`src/rtl/bcd_pkg.sv`:
```
`default_nettype none
// ============================================================================
//  Module      : bcd_pkg
//  Description : Shared constants and state encoding for the BCD <-> binary
//                sequential converters (decoder and encoder side).
//                BCD_DIGIT_W    - bits per packed BCD digit
//                BCD_MAX_DIGIT  - largest legal BCD digit value
//                BCD_ADJ_THRESH - reverse double-dabble adjust threshold
//                BCD_ADJ        - value subtracted when the threshold is met
//                bcd_state_e    - IDLE / CONV / DONE converter states
//  Revision    : 1.0 - initial release
// ============================================================================
package bcd_pkg;

    localparam int         BCD_DIGIT_W    = 4;
    localparam logic [3:0] BCD_MAX_DIGIT  = 4'd9;
    localparam logic [3:0] BCD_ADJ_THRESH = 4'd8;
    localparam logic [3:0] BCD_ADJ        = 4'd3;

    typedef enum logic [1:0] {
        IDLE = 2'd0,
        CONV = 2'd1,
        DONE = 2'd2
    } bcd_state_e;

endpackage : bcd_pkg
`default_nettype wire

```
`src/rtl/bcd_digit_adj.sv`:
```
`default_nettype none
// ============================================================================
//  Module      : bcd_digit_adj
//  Description : Combinational per-digit correction for reverse double-dabble.
//                After a right shift, a digit that received a bit from the
//                digit above holds value+8 where value+5 is meant, so any
//                digit >= 8 has 3 subtracted (4-bit, no borrow out).
//  Ports       : digit_in  [3:0] - shifted BCD digit
//                digit_out [3:0] - corrected BCD digit
//  Revision    : 1.0 - initial release
// ============================================================================
module bcd_digit_adj
    import bcd_pkg::*;
(
    input  logic [BCD_DIGIT_W-1:0] digit_in,
    output logic [BCD_DIGIT_W-1:0] digit_out
);

    assign digit_out = (digit_in >= BCD_ADJ_THRESH) ? (digit_in - BCD_ADJ) : digit_in;

endmodule : bcd_digit_adj
`default_nettype wire

```
`src/rtl/bcd_to_bin_seq.sv`:
```
`default_nettype none
// ============================================================================
//  Module      : bcd_to_bin_seq
//  Description : Sequential packed-BCD to unsigned binary converter using
//                iterative reverse double-dabble, one result bit per clock.
//                valid/ready handshake on input and output; result latency is
//                BIN_W cycles after the acceptance edge.
//  Config      : `define BCD_CHECK_EN to flag words containing a digit > 9
//                (result bin_out=0, err=1, one-cycle latency). Without it err
//                is tied low and such words run the normal algorithm.
//  Ports       : clk, rst        - clock, synchronous active-high reset
//                in_valid/in_ready/bcd_in    - input handshake + packed BCD
//                                              (digit 0 in bcd_in[3:0])
//                out_valid/out_ready/bin_out/err - result handshake
//                busy            - conversion in progress
//  Revision    : 1.0 - initial release
// ============================================================================
module bcd_to_bin_seq
    import bcd_pkg::*;
#(
    parameter int DIGITS = 3,
    parameter int BIN_W  = 10
) (
    input  logic                        clk,
    input  logic                        rst,
    input  logic                        in_valid,
    output logic                        in_ready,
    input  logic [BCD_DIGIT_W*DIGITS-1:0] bcd_in,
    output logic                        out_valid,
    input  logic                        out_ready,
    output logic [BIN_W-1:0]            bin_out,
    output logic                        err,
    output logic                        busy
);

    localparam int BCD_W = BCD_DIGIT_W * DIGITS;
    localparam int CNT_W = $clog2(BIN_W + 1);
    localparam int SR_W  = BCD_W + BIN_W;

    bcd_state_e          r_state;
    bcd_state_e          w_next_state;
    logic [BCD_W-1:0]    r_bcd;
    logic [BIN_W-1:0]    r_bin;
    logic [CNT_W-1:0]    r_cnt;
    logic [BIN_W-1:0]    r_bin_out;

    logic [SR_W-1:0]     w_shifted;
    logic [BCD_W-1:0]    w_shift_bcd;
    logic [BIN_W-1:0]    w_shift_bin;
    logic [BCD_W-1:0]    w_adj_bcd;
    logic                w_last;
    logic                w_bad_digit;

    // ------------------------------------------------------------------
    // One iteration: shift {bcd, bin} right, then correct every digit.
    // ------------------------------------------------------------------
    assign w_shifted   = {r_bcd, r_bin} >> 1;
    assign w_shift_bcd = w_shifted[SR_W-1 -: BCD_W];
    assign w_shift_bin = w_shifted[BIN_W-1:0];

    generate
        for (genvar d = 0; d < DIGITS; d++) begin : g_adj
            bcd_digit_adj u_adj (
                .digit_in  (w_shift_bcd[d*BCD_DIGIT_W +: BCD_DIGIT_W]),
                .digit_out (w_adj_bcd[d*BCD_DIGIT_W +: BCD_DIGIT_W])
            );
        end
    endgenerate

    assign w_last = (r_cnt == CNT_W'(BIN_W - 1));

`ifdef BCD_CHECK_EN
    always_comb begin
        w_bad_digit = 1'b0;
        for (int d = 0; d < DIGITS; d++) begin
            if (bcd_in[d*BCD_DIGIT_W +: BCD_DIGIT_W] > BCD_MAX_DIGIT) begin
                w_bad_digit = 1'b1;
            end
        end
    end
`else
    assign w_bad_digit = 1'b0;
`endif

    // ------------------------------------------------------------------
    // Control FSM
    // ------------------------------------------------------------------
    always_ff @(posedge clk) begin
        if (rst) begin
            r_state <= IDLE;
        end else begin
            r_state <= w_next_state;
        end
    end

    always_comb begin
        w_next_state = r_state;
        case (r_state)
            IDLE: begin
                if (in_valid) begin
                    w_next_state = w_bad_digit ? DONE : CONV;
                end
            end
            CONV: begin
                if (w_last) begin
                    w_next_state = DONE;
                end
            end
            DONE: begin
                if (out_ready) begin
                    w_next_state = IDLE;
                end
            end
            default: w_next_state = IDLE;
        endcase
    end

    // ------------------------------------------------------------------
    // Datapath
    // ------------------------------------------------------------------
    always_ff @(posedge clk) begin
        if (rst) begin
            r_bcd     <= '0;
            r_bin     <= '0;
            r_cnt     <= '0;
            r_bin_out <= '0;
        end else begin
            case (r_state)
                IDLE: begin
                    if (in_valid) begin
                        r_bcd <= bcd_in;
                        r_bin <= '0;
                        r_cnt <= '0;
                        // Rejected words skip CONV, so the result is forced here.
                        if (w_bad_digit) begin
                            r_bin_out <= '0;
                        end
                    end
                end
                CONV: begin
                    r_bcd <= w_adj_bcd;
                    r_bin <= w_shift_bin;
                    r_cnt <= r_cnt + 1'b1;
                    if (w_last) begin
                        r_bin_out <= w_shift_bin;
                    end
                end
                default: ;
            endcase
        end
    end

`ifdef BCD_CHECK_EN
    logic r_err;

    always_ff @(posedge clk) begin
        if (rst) begin
            r_err <= 1'b0;
        end else if ((r_state == IDLE) && in_valid) begin
            r_err <= w_bad_digit;
        end
    end

    assign err = r_err;
`else
    assign err = 1'b0;
`endif

    assign in_ready  = (r_state == IDLE);
    assign busy      = (r_state == CONV);
    assign out_valid = (r_state == DONE);
    assign bin_out   = r_bin_out;

endmodule : bcd_to_bin_seq
`default_nettype wire

```
`config.mk`:
```
export PLATFORM = sky130hd
export DESIGN_NAME = bcd_to_bin_seq
export DESIGN_NICKNAME = d
export VERILOG_FILES = /design/src/rtl/bcd_pkg.sv /design/src/rtl/bcd_digit_adj.sv /design/src/rtl/bcd_to_bin_seq.sv
export SDC_FILE = /design/constraint.sdc
export NUM_CORES = 1
export LEC_CHECK = 0
export CORE_MARGIN = 4
export CORE_UTILIZATION = 29
export DETAILED_ROUTE_END_ITERATION = 8
export PLACE_DENSITY = 0.61
export SLEW_MARGIN = 20
export SYNTH_ARGS = -nofsm -noshare
export SYNTH_HDL_FRONTEND = slang
export SYNTH_HIERARCHICAL = 1
export SYNTH_SLANG_ARGS = --single-unit
```
`constraint.sdc`:
```
create_clock -name clk -period 1.31 [get_ports clk]
set_input_delay 0.393 -clock clk [delete_from_list [all_inputs] [get_ports clk]]
set_output_delay 0.393 -clock clk [all_outputs]
set_load 0.01 [all_outputs]
```
Word-level counts from Yosys, hierarchy flattened
Index checks and enable logic that the tools add are counted.
{ "op_classes": {"add_sub_neg": 4, "n_lt_le_gt_ge": 3, "eq_ne": 6, "n_mux": 13, "reduce_logical": 5} }
{ "op_table": {"columns": ["op", "count"], "rows": [
  ["$pmux W12 S2", 1],
  ["$pmux W10 S2", 1],
  ["$mux W4", 4],
  ["$mux W12", 1],
  ["$mux W10", 1],
  ["$ge A4 B4 Y1 const B", 2],
  ["$pmux W4 S2", 1],
  ["$sub A4 B2 Y4 const B", 2],
  ["$mux W2", 3],
  ["$pmux W2 S3", 1],
  ["$add A4 B1 Y4 const B", 1],
  ["$eq A4 B4 Y1 const B", 1],
  ["$ge A3 B4 Y1 const B", 1],
  ["$ne A2 B1 Y1 const B", 2],
  ["$reduce_and A2 Y1", 2],
  ["$sub A3 B2 Y4 const B", 1],
  ["$reduce_and A3 Y1", 1],
  ["$eq A2 B1 Y1 const B", 1],
  ["$eq A2 B2 Y1 const B", 1],
  ["$logic_not A2 Y1", 1],
  ["$ne A2 B2 Y1 const B", 1],
  ["$reduce_bool A2 Y1", 1]
]} }
{ "totals": {"register_bits": 38, "input_bits": 16, "out_inout_bits": 14, "word_cells": 36} }

Logic depth before layout (Yosys ltp)
Gate-level depths: netlist (run 1).
{ "logic_depth": {"ltp_word": 3, "depth_mapped": 7} }

Cells and area by module
Netlist (run 1), hierarchy kept.
{ "modules_own_cells": {"columns": ["module", "n_inst", "cells_per_inst", "area_each_um2", "seq_area_each_um2"], "rows": [
  ["bcd_to_bin_seq", 1, 192, 1677.9, 740.7],
  ["bcd_digit_adj", 3, 11, 76.3, 0.0]
]} }

Worst setup path after synthesis (run 1)
OpenSTA, ideal clock, no wires.
{ "synth_path": {"path_type": "register to register", "start": "register r_cnt[1]", "end": "register r_bin_out[1] (netlist: bin_out[1])", "setup_time_ns": 0.067, "t_arrival_ns": 1.214, "required_ns": 1.243, "path_slack_ns": 0.029, "stages_incl_launch_ff": 7, "cell_sequence": "dfxtp_1 inv_1 ha_1 and3b_1 buf_2 a21bo_2 a21oi_2"} }
{ "synth_between": {"elab_chain_cells": 2} }
{ "synth_rtl": {"columns": ["item", "line_no", "rtl"], "rows": [
  ["from (decl)", "bcd_to_bin_seq.sv:44", "logic [CNT_W-1:0] r_cnt;"],
  ["from (signal assigned)", "bcd_to_bin_seq.sv:143", "r_cnt <= r_cnt + 1'b1;"],
  ["$eq A4 B4 Y1", "bcd_to_bin_seq.sv:70", "assign w_last = (r_cnt == CNT_W'(BIN_W - 1));"],
  ["$reduce_and A2 Y1 (no source line)", null, null],
  ["to (signal assigned)", "bcd_to_bin_seq.sv:145", "r_bin_out <= w_shift_bin;"],
  ["to (decl)", "bcd_to_bin_seq.sv:45", "logic [BIN_W-1:0] r_bin_out;"]
]} }
Every way passes these cells.
A chain may end at the register's enable or synchronous reset.

Final worst setup path (run 1)
{ "layout_path": {"start": "register r_cnt[1]", "end": "register r_bin_out[0] (netlist: bin_out[0])"} }
The elaborated chain is that of the path after synthesis.

==> summary.txt, run 1 <==
Status
  – Status: finished with violations
  – Failing checks: negative setup slack

CTS
  – Clk sinks: 37
  – Clk root buf: clkbuf_8
  – Clock transition at the registers of the reported paths: 0.08 ns
  – Hold_buf cts: 0
  – Worst skew pair latency: 0.29 ns
  – CTS tree: yes
  – Htree depth: 2
  – Num CTS Buffers: 5
  – Clk buf depth: 2

Global routing
  – Largest net degree at the start of global routing: 38
  – Initial antenna violation count: 0
  – Grt total ovfl: 0
  – Number of global-route vias before repair: 1639
  – First-pass GRT wire length: 7.79 mm
  – GRT Total Usage: 12.5%

Synth
  – Yosys reg bits: 37
  – Cells after synthesis: 225
  – Top post-synthesis cells by area: dfxtp_1 39%, a21oi_1 6.3%, ha_1 5.2%
  – Post-Syn Area: 1910 µm²
  – Mean Syn Cell Area: 8.47 µm²
  – Top cell type by total area after synthesis: dfxtp_1
  – Synth top area share: 38.8%
  – Yosys cell types: 34
  – Post-synthesis sequential area ratio: 38.8%
  – Synth warn: 6

Placed design
  – Placed Cells: 332
  – Post-DP HPWL: 2.82 mm
  – PortBufs: 28
  – GPL Wtd Cong: 0.740

Worst setup path
  – Cell Chain, Critical Path: inv_2 -> ha_4 -> and3b_2 -> buf_12 -> buf_12 -> a21bo_2 -> a21oi_2
  – Crit path DAT: 1.64 ns
  – CP Launch Type: flip-flop
  – CP required: 1.54 ns
  – Max stage delay on crit path: 0.34 ns
  – CP Class: flip-flop to flip-flop
  – CP max-delay cell: dfxtp_2
  – CP endpoint kind: flip-flop
  – Worst reg-to-reg setup slack: -0.1 ns
  – Most frequent cell on the critical path: buf_12
  – Max Fanout on Critical Path: 5

Cells and area
  – # nets final: 301
  – Post-Layout Cell Count: 355
  – Most common cell after layout, fill and taps aside: dfxtp_1
  – Commonest non-fill, non-tap cells in the layout: 29 x dfxtp_1, 25 x nor2_1, 20 x a21oi_2
  – Share of layout cells above drive strength 1: 37.1%
  – ANT cells: 0
  – Layout area overhead: 54.6%

Detailed routing
  – Routed wire length on met3: 104 µm
  – Post-route DRC violation count: 0
  – Initial DRC Count: 86
  – Total Wirelength: 4.99 mm
  – First-pass DRT Iterations: 4
  – Metal2 WL: 2.50 mm
  – Via count: 1701
  – Wl on met1: 2.29 mm
  – Post-route ant nets: 0
  – WL/cell: 14.1 µm
  – Top sig layer: met4
  – Average vias per placed instance: 4.79

Hold path
  – Hold WC Path Type: flip-flop to flip-flop

STA
  – Final period utilization: 107%
  – Clock Skews: 0.00744 ns
  – Min cycle time layout: 1.41 ns
  – Hold Vio Cnt, Final: 0
  – Slew Viols, Final: 0
  – Max Fclk: 711 MHz
  – Final setup TNS: -1.03 ns
  – RSZ-0062 raised after global routing: true
  – Setup violators final: 22
  – Post-route setup slack: -0.0964 ns

Die
  – Area of the core: 6350 µm²
  – Row Count: 29
  – Starting density of the core: 30.0%
  – Die Y: 89.1 µm
  – Die area: 7940 µm²
  – I/O Pins: 30
  – Die W: 89.1 µm

Power and ir drop
  – Tot Pwr: 2.82 mW
  – PwrDens: 957 nW/µm²
  – P_leak: 1.14 nW
  – Worst vdd ir: 0.412 mV

Job
  – MaxCap Viol Count: 0
==> area by class of cell <==
class | instances | area, µm²
Multi-Input combinational cell | 167 | 1260
Clock inverter | 2 | 37.5
Clock buffer | 6 | 82.6
Inverter | 9 | 36.3
Fill cell | 581 | 3400
Timing Repair Buffer | 57 | 678
Tap cell | 77 | 96.3
Sequential cell | 37 | 756
==> cells in the mapped netlist <==
master	instances
nand3_1	13
a211oi_1	2
inv_2	1
xor2_1	3
nor3_1	12
or3_1	1
nand2b_1	16
nand2_1	5
ha_1	8
or3b_2	1
a21bo_2	3
a21bo_1	7
buf_1	2
or3b_1	11
nor2_1	26
o21bai_2	1
inv_1	8
and3b_1	1
o21ba_2	1
a21oi_2	1
a21oi_1	24
a22oi_1	10
a2bb2oi_1	1
clkbuf_1	4
conb_1	1
buf_4	4
buf_2	6
nor2b_1	4
buf_6	2
a31oi_1	2
nand3b_1	1
o21ai_0	3
xnor2_1	3
dfxtp_1	37
==> critical path: cells and delay by family (launching register included) <==
family / cells / cell delay [ns]
adder cells (fa/ha/maj): 1 / 0.14
AO/OA/AOI/OAI: 2 / 0.32
AND/OR/NAND/NOR: 1 / 0.24
buffers and inverters: 3 / 0.31
flip-flops: 1 / 0.34
==> metrics by stage <==
| step | area, µm² | util, % | setup slack, ns | hold WS (ns) |
|---|---|---|---|---|
| 2_1_floorplan | 1930 | - | 0.0288 | 0.443 |
| 3_3_place_gp | 2360 | 37.2 | -0.437 | 0.458 |
| 3_5_place_dp | 2360 | 37.2 | -0.460 | 0.470 |
| 4_1_cts | 2830 | 44.5 | -0.248 | 0.479 |
| 5_1_grt | 2950 | 46.4 | -0.131 | 0.512 |
| 6_report | 2950 | 46.4 | -0.0964 | 0.482 |
==> logic make-up after synthesis <==
kind of cell    Yosys count  share of synthesized area, %
buf+inv                  27                          7.28
xor+xnor                  6                          2.76
simple gates             91                          25.9
compound gates           55                          19.8
fa+ha+maj                 8                          5.25
flops                    37                          38.8
other cells               1                         0.197
==> registers in the layout, indices dropped and copies added (netlist names) <==
register	flops
r_bcd	12
bin_out	10
r_bin	9
r_cnt	4
r_state	2
==> layer usage <==
metal	vias to the layer above	global-route usage, %
li1	865	-
met1	806	17.1
met2	23	19.1
met3	7	2.76
met4	0	5.14
met5	-	0
==> report_power, final <==
part / leakage [nW] / total [mW] / switching (mW) / internal [mW]
Combinational: 0.777 / 0.555 / 0.239 / 0.316
Clock: 0.0574 / 1.04 / 0.419 / 0.619
Sequential: 0.305 / 1.23 / 0.0553 / 1.17
==> repair_timing <==
item / CTS / global route
gates cloned: 5 / 1
pin swaps: 31 / 24
setup endpoints to repair: 45 / 44
setup buffers: 7 / 4
gates resized for setup: 64 / 46
==> path summary, 6_finish.rpt <==
kind | start | to | cells after the start
setup / recovery | r_cnt[1] | bin_out[0] | 7
hold / removal | r_bin[1] | bin_out[0] | 2
setup reg to reg | r_cnt[1] | bin_out[0] | 7
hold reg to reg | r_bin[1] | bin_out[0] | 2
No activity file was read; power rests on OpenSTA's default activity.
==> inputs of run 2 (changes only) <==
--- a/config.mk
+++ b/config.mk
@@ -5,12 +5,13 @@
 export SDC_FILE = /design/constraint.sdc
 export NUM_CORES = 1
 export LEC_CHECK = 0
+export CELL_PAD_IN_SITES_DETAIL_PLACEMENT = 1
+export CELL_PAD_IN_SITES_GLOBAL_PLACEMENT = 1
 export CORE_MARGIN = 4
 export CORE_UTILIZATION = 29
 export DETAILED_ROUTE_END_ITERATION = 8
-export PLACE_DENSITY = 0.61
+export PLACE_DENSITY = 0.74
 export SLEW_MARGIN = 20
 export SYNTH_ARGS = -nofsm -noshare
 export SYNTH_HDL_FRONTEND = slang
-export SYNTH_HIERARCHICAL = 1
 export SYNTH_SLANG_ARGS = --single-unit
==> run 2 against run 1 <==
Against the previous run:
- the flow still finishes with violations (negative setup slack)
- non-clock buffer count is 2 higher
- routed wire length down 3.0%
- critical path depth decreased by 4
- combinational power shrank 15%
- synthesized area down 9.1%
- critical endpoint is now in_ready
==> summary.txt, run 2 <==
Status
  – Status: finished with violations
  – Failing checks: negative setup slack

Global routing
  – Initial antenna violation count: 0 (unchanged)
  – Grt total ovfl: 0 (unchanged)
  – Largest net degree at the start of global routing: 22 (-42%)
  – First-pass GRT wire length: 7.66 mm (-1.7%)
  – Number of global-route vias before repair: 1629 (-0.61%)
  – GRT Total Usage: 13.0% (+0.51 points)

STA
  – Final period utilization: 104% (-2.9 points)
  – Post-route setup slack: -0.0585 ns (+0.0379 ns)
  – Max Fclk: 731 MHz (+2.8%)
  – Hold Vio Cnt, Final: 0 (unchanged)
  – Min cycle time layout: 1.37 ns (-0.0379 ns)
  – Setup violators final: 9 (-59%)
  – Clock Skews: 0.00618 ns (-0.00126 ns)
  – WHS: 0.460 ns (-0.0220 ns)
  – Slew Viols, Final: 0 (unchanged)
  – Final setup TNS: -0.297 ns (+0.728 ns)
  – RSZ-0062 raised after global routing: true

Synth
  – Net count after synthesis: 214
  – Ys async rst share: 0% (unchanged)
  – Post-synthesis sequential area ratio: 42.7% (+3.9 points)
  – Synth warn: 0 (-6)
  – Mean Syn Cell Area: 9.03 µm² (+6.6%)
  – Top cell type by total area after synthesis: dfxtp_1
  – Synth top area share: 42.7% (+3.9 points)
  – Count leader, synth: dfxtp_1
  – Post-synth EDFFs: 0 (unchanged)
  – Yosys reg bits: 37 (unchanged)
  – Cells after synthesis: 192 (-15%)
  – Post-Syn Area: 1730 µm² (-9.1%)
  – Yosys cell types: 38 (+12%)
  – Post-synth top cells: 37 x dfxtp_1, 24 x nand2_1, 24 x nor2_1
  – Top_reg_cell synth: dfxtp_1
  – Top post-synthesis cells by area: dfxtp_1 43%, mux2i_1 5.8%, a22oi_1 5.2%

Cells and area
  – Final core utilization: 44.8% (-1.6 points)
  – Final instance area: 2530 µm² (-14%)
  – Layout area overhead: 45.8%
  – Reg with most FFs: r_bcd
  – Largest register FFs: 12 (unchanged)
  – Commonest non-fill, non-tap cells in the layout: 32 x dfxtp_1, 24 x nand2_1, 18 x nor2_1
  – Post-Layout Cell Count: 317 (-11%)
  – Area of the multi-input gates: 971 µm² (-23%)
  – Storage cell area: 752 µm² (-0.50%)
  – # nets final: 266 (-12%)
  – Most common cell after layout, fill and taps aside: dfxtp_1
  – Share of layout cells above drive strength 1: 33.1% (-4.0 points)
  – ANT cells: 0 (unchanged)
  – FILL cells: 649 (+12%)

Job
  – MaxCap Viol Count: 0 (unchanged)

Detailed routing
  – Metal2 WL: 2.44 mm (-2.4%)
  – First-pass DRT Iterations: 4 (unchanged)
  – Total Wirelength: 4.84 mm (-3.0%)
  – Post-route ant nets: 0 (unchanged)
  – Via count: 1552 (-8.8%)
  – Wl on met1: 2.15 mm (-6.1%)
  – Post-route DRC violation count: 0 (unchanged)
  – Routed wire length on met3: 173 µm (+66%)
  – Top sig layer: met4
  – Average vias per placed instance: 4.90 (+2.2%)
  – Initial DRC Count: 43 (-50%)
  – WL/cell: 15.3 µm (+8.6%)

Power and ir drop
  – P_leak: 0.972 nW (-15%)
  – PwrDens: 1060 nW/µm² (+11%)
  – Worst vdd ir: 0.529 mV (+28%)
  – Tot Pwr: 2.69 mW (-4.6%)

Hold path
  – Start point of the worst hold path: bin_out[0]
  – Hold depth: 2 (unchanged)
  – Worst hold endpoint: bin_out[0]
  – Hold WC Path Type: flip-flop to flip-flop

CTS
  – Clk buf depth: 2 (unchanged)
  – Worst skew pair latency: 0.30 ns (about the same)
  – Clk sinks: 37 (unchanged)
  – Clock transition at the registers of the reported paths: 0.08 ns (about the same)
  – CTS tree: yes
  – Num CTS Buffers: 5 (unchanged)
  – Htree depth: 2 (unchanged)
  – Clk root buf: clkbuf_8

Die
  – I/O Pins: 30 (unchanged)
  – Starting density of the core: 30.7% (+0.71 points)
  – Die W: 85.3 µm (-4.2%)
  – Die area: 7280 µm² (-8.3%)
  – Die Y: 85.3 µm (-4.2%)
  – Area of the core: 5640 µm² (-11%)
  – Row Count: 27 (-6.9%)

Worst setup path
  – CP required: 0.92 ns (-0.62 ns)
  – RR Endpoint: r_bcd[9]
  – Crit path DAT: 0.98 ns (-0.66 ns)
  – CP Class: flip-flop to output port
  – R2R depth: 6 (-1)
  – Worst r2r src: r_state[0]
  – Max Fanout on Critical Path: 5 (unchanged)
  – CP startpoint: r_state[0]
  – CP endpoint kind: output port
  – CP Launch Type: flip-flop
  – Worst reg-to-reg setup slack: -0.05 ns (+0.05 ns)

Placed design
  – PortBufs: 28 (unchanged)
  – Placed cell area: 2230 µm² (-5.6%)
  – Pre-CTS setup slack: -0.440 ns (+0.0195 ns)
  – GPL Wtd Cong: 0.717 (-3.2%)
  – Placed Cells: 305 (-8.1%)
  – Post-DP HPWL: 3.09 mm (+9.7%)
## run 2: cell types whose count changed after synthesis, moves of 4 or more
cell      previous run  this run
nor2b_1              4         8
mux2i_1              0        10
a21oi_1             24         5
buf_2                6         2
nand2b_1            16         0
a21bo_1              7         0
nand3_1             13         7
nand2_1              5        24
nor3_1              12         0
or3b_1              11         0
## run 2: cell type report
cell class	instances	area share [%]
Clock inverter	2	1.53
Tap cell	72	3.56
Clock buffer	6	2.87
Timing Repair Buffer	59	22.0
Multi-Input combinational cell	129	38.4
Inverter	12	1.88
Sequential cell	37	29.7
## run 2: cell families after synthesis
logic type,count (synthesis),share of synthesized area [%]
AND/OR/NAND/NOR,67,17.7
AO/OA/AOI/OAI,41,19.3
flip-flops,37,42.7
buffers and inverters,26,7.94
multiplexers,10,5.77
adder cells (fa/ha/maj),6,4.33
XOR/XNOR,4,2.02
other,1,0.216
## run 2: worst max-delay path, stage by stage, from the launching register on
cell	delay, ns
dfxtp_4	0.36
buf_6	0.13
nor2_4	0.08
buf_6	0.10
## run 2: what timing repair did
item	CTS	global route
pin swaps	1	11
setup buffers	1	4
hold buffers	0	0
gates cloned	0	0
endpoints found under the setup margin	37	42
resized for setup	35	57
## run 2: how the worst max path moves through the flow
stage	to	slack (ns)	cells after the start
after global placement	r_bcd[3]	-0.41	5
after global routing	bin_out[2]	-0.12	5
after detailed placement	r_bcd[3]	-0.44	5
after CTS	busy	-0.21	3
final	in_ready	-0.06	3
after floorplan	r_bcd[7]	0.03	4
## run 2: report_power, final
| group | switching (mW) | internal, mW | total (mW) |
|---|---|---|---|
| combinational | 0.219 | 0.252 | 0.471 |
| clock | 0.433 | 0.572 | 1.01 |
| sequential | 0.0484 | 1.17 | 1.22 |
## run 2: routing by layer
| layer | vias to the layer above | GRT usage (%) |
|---|---|---|
| li1 | 766 | - |
| met1 | 753 | 16.5 |
| met2 | 25 | 21.3 |
| met3 | 8 | 3.59 |
| met4 | 0 | 4.32 |
| met5 | - | 0 |
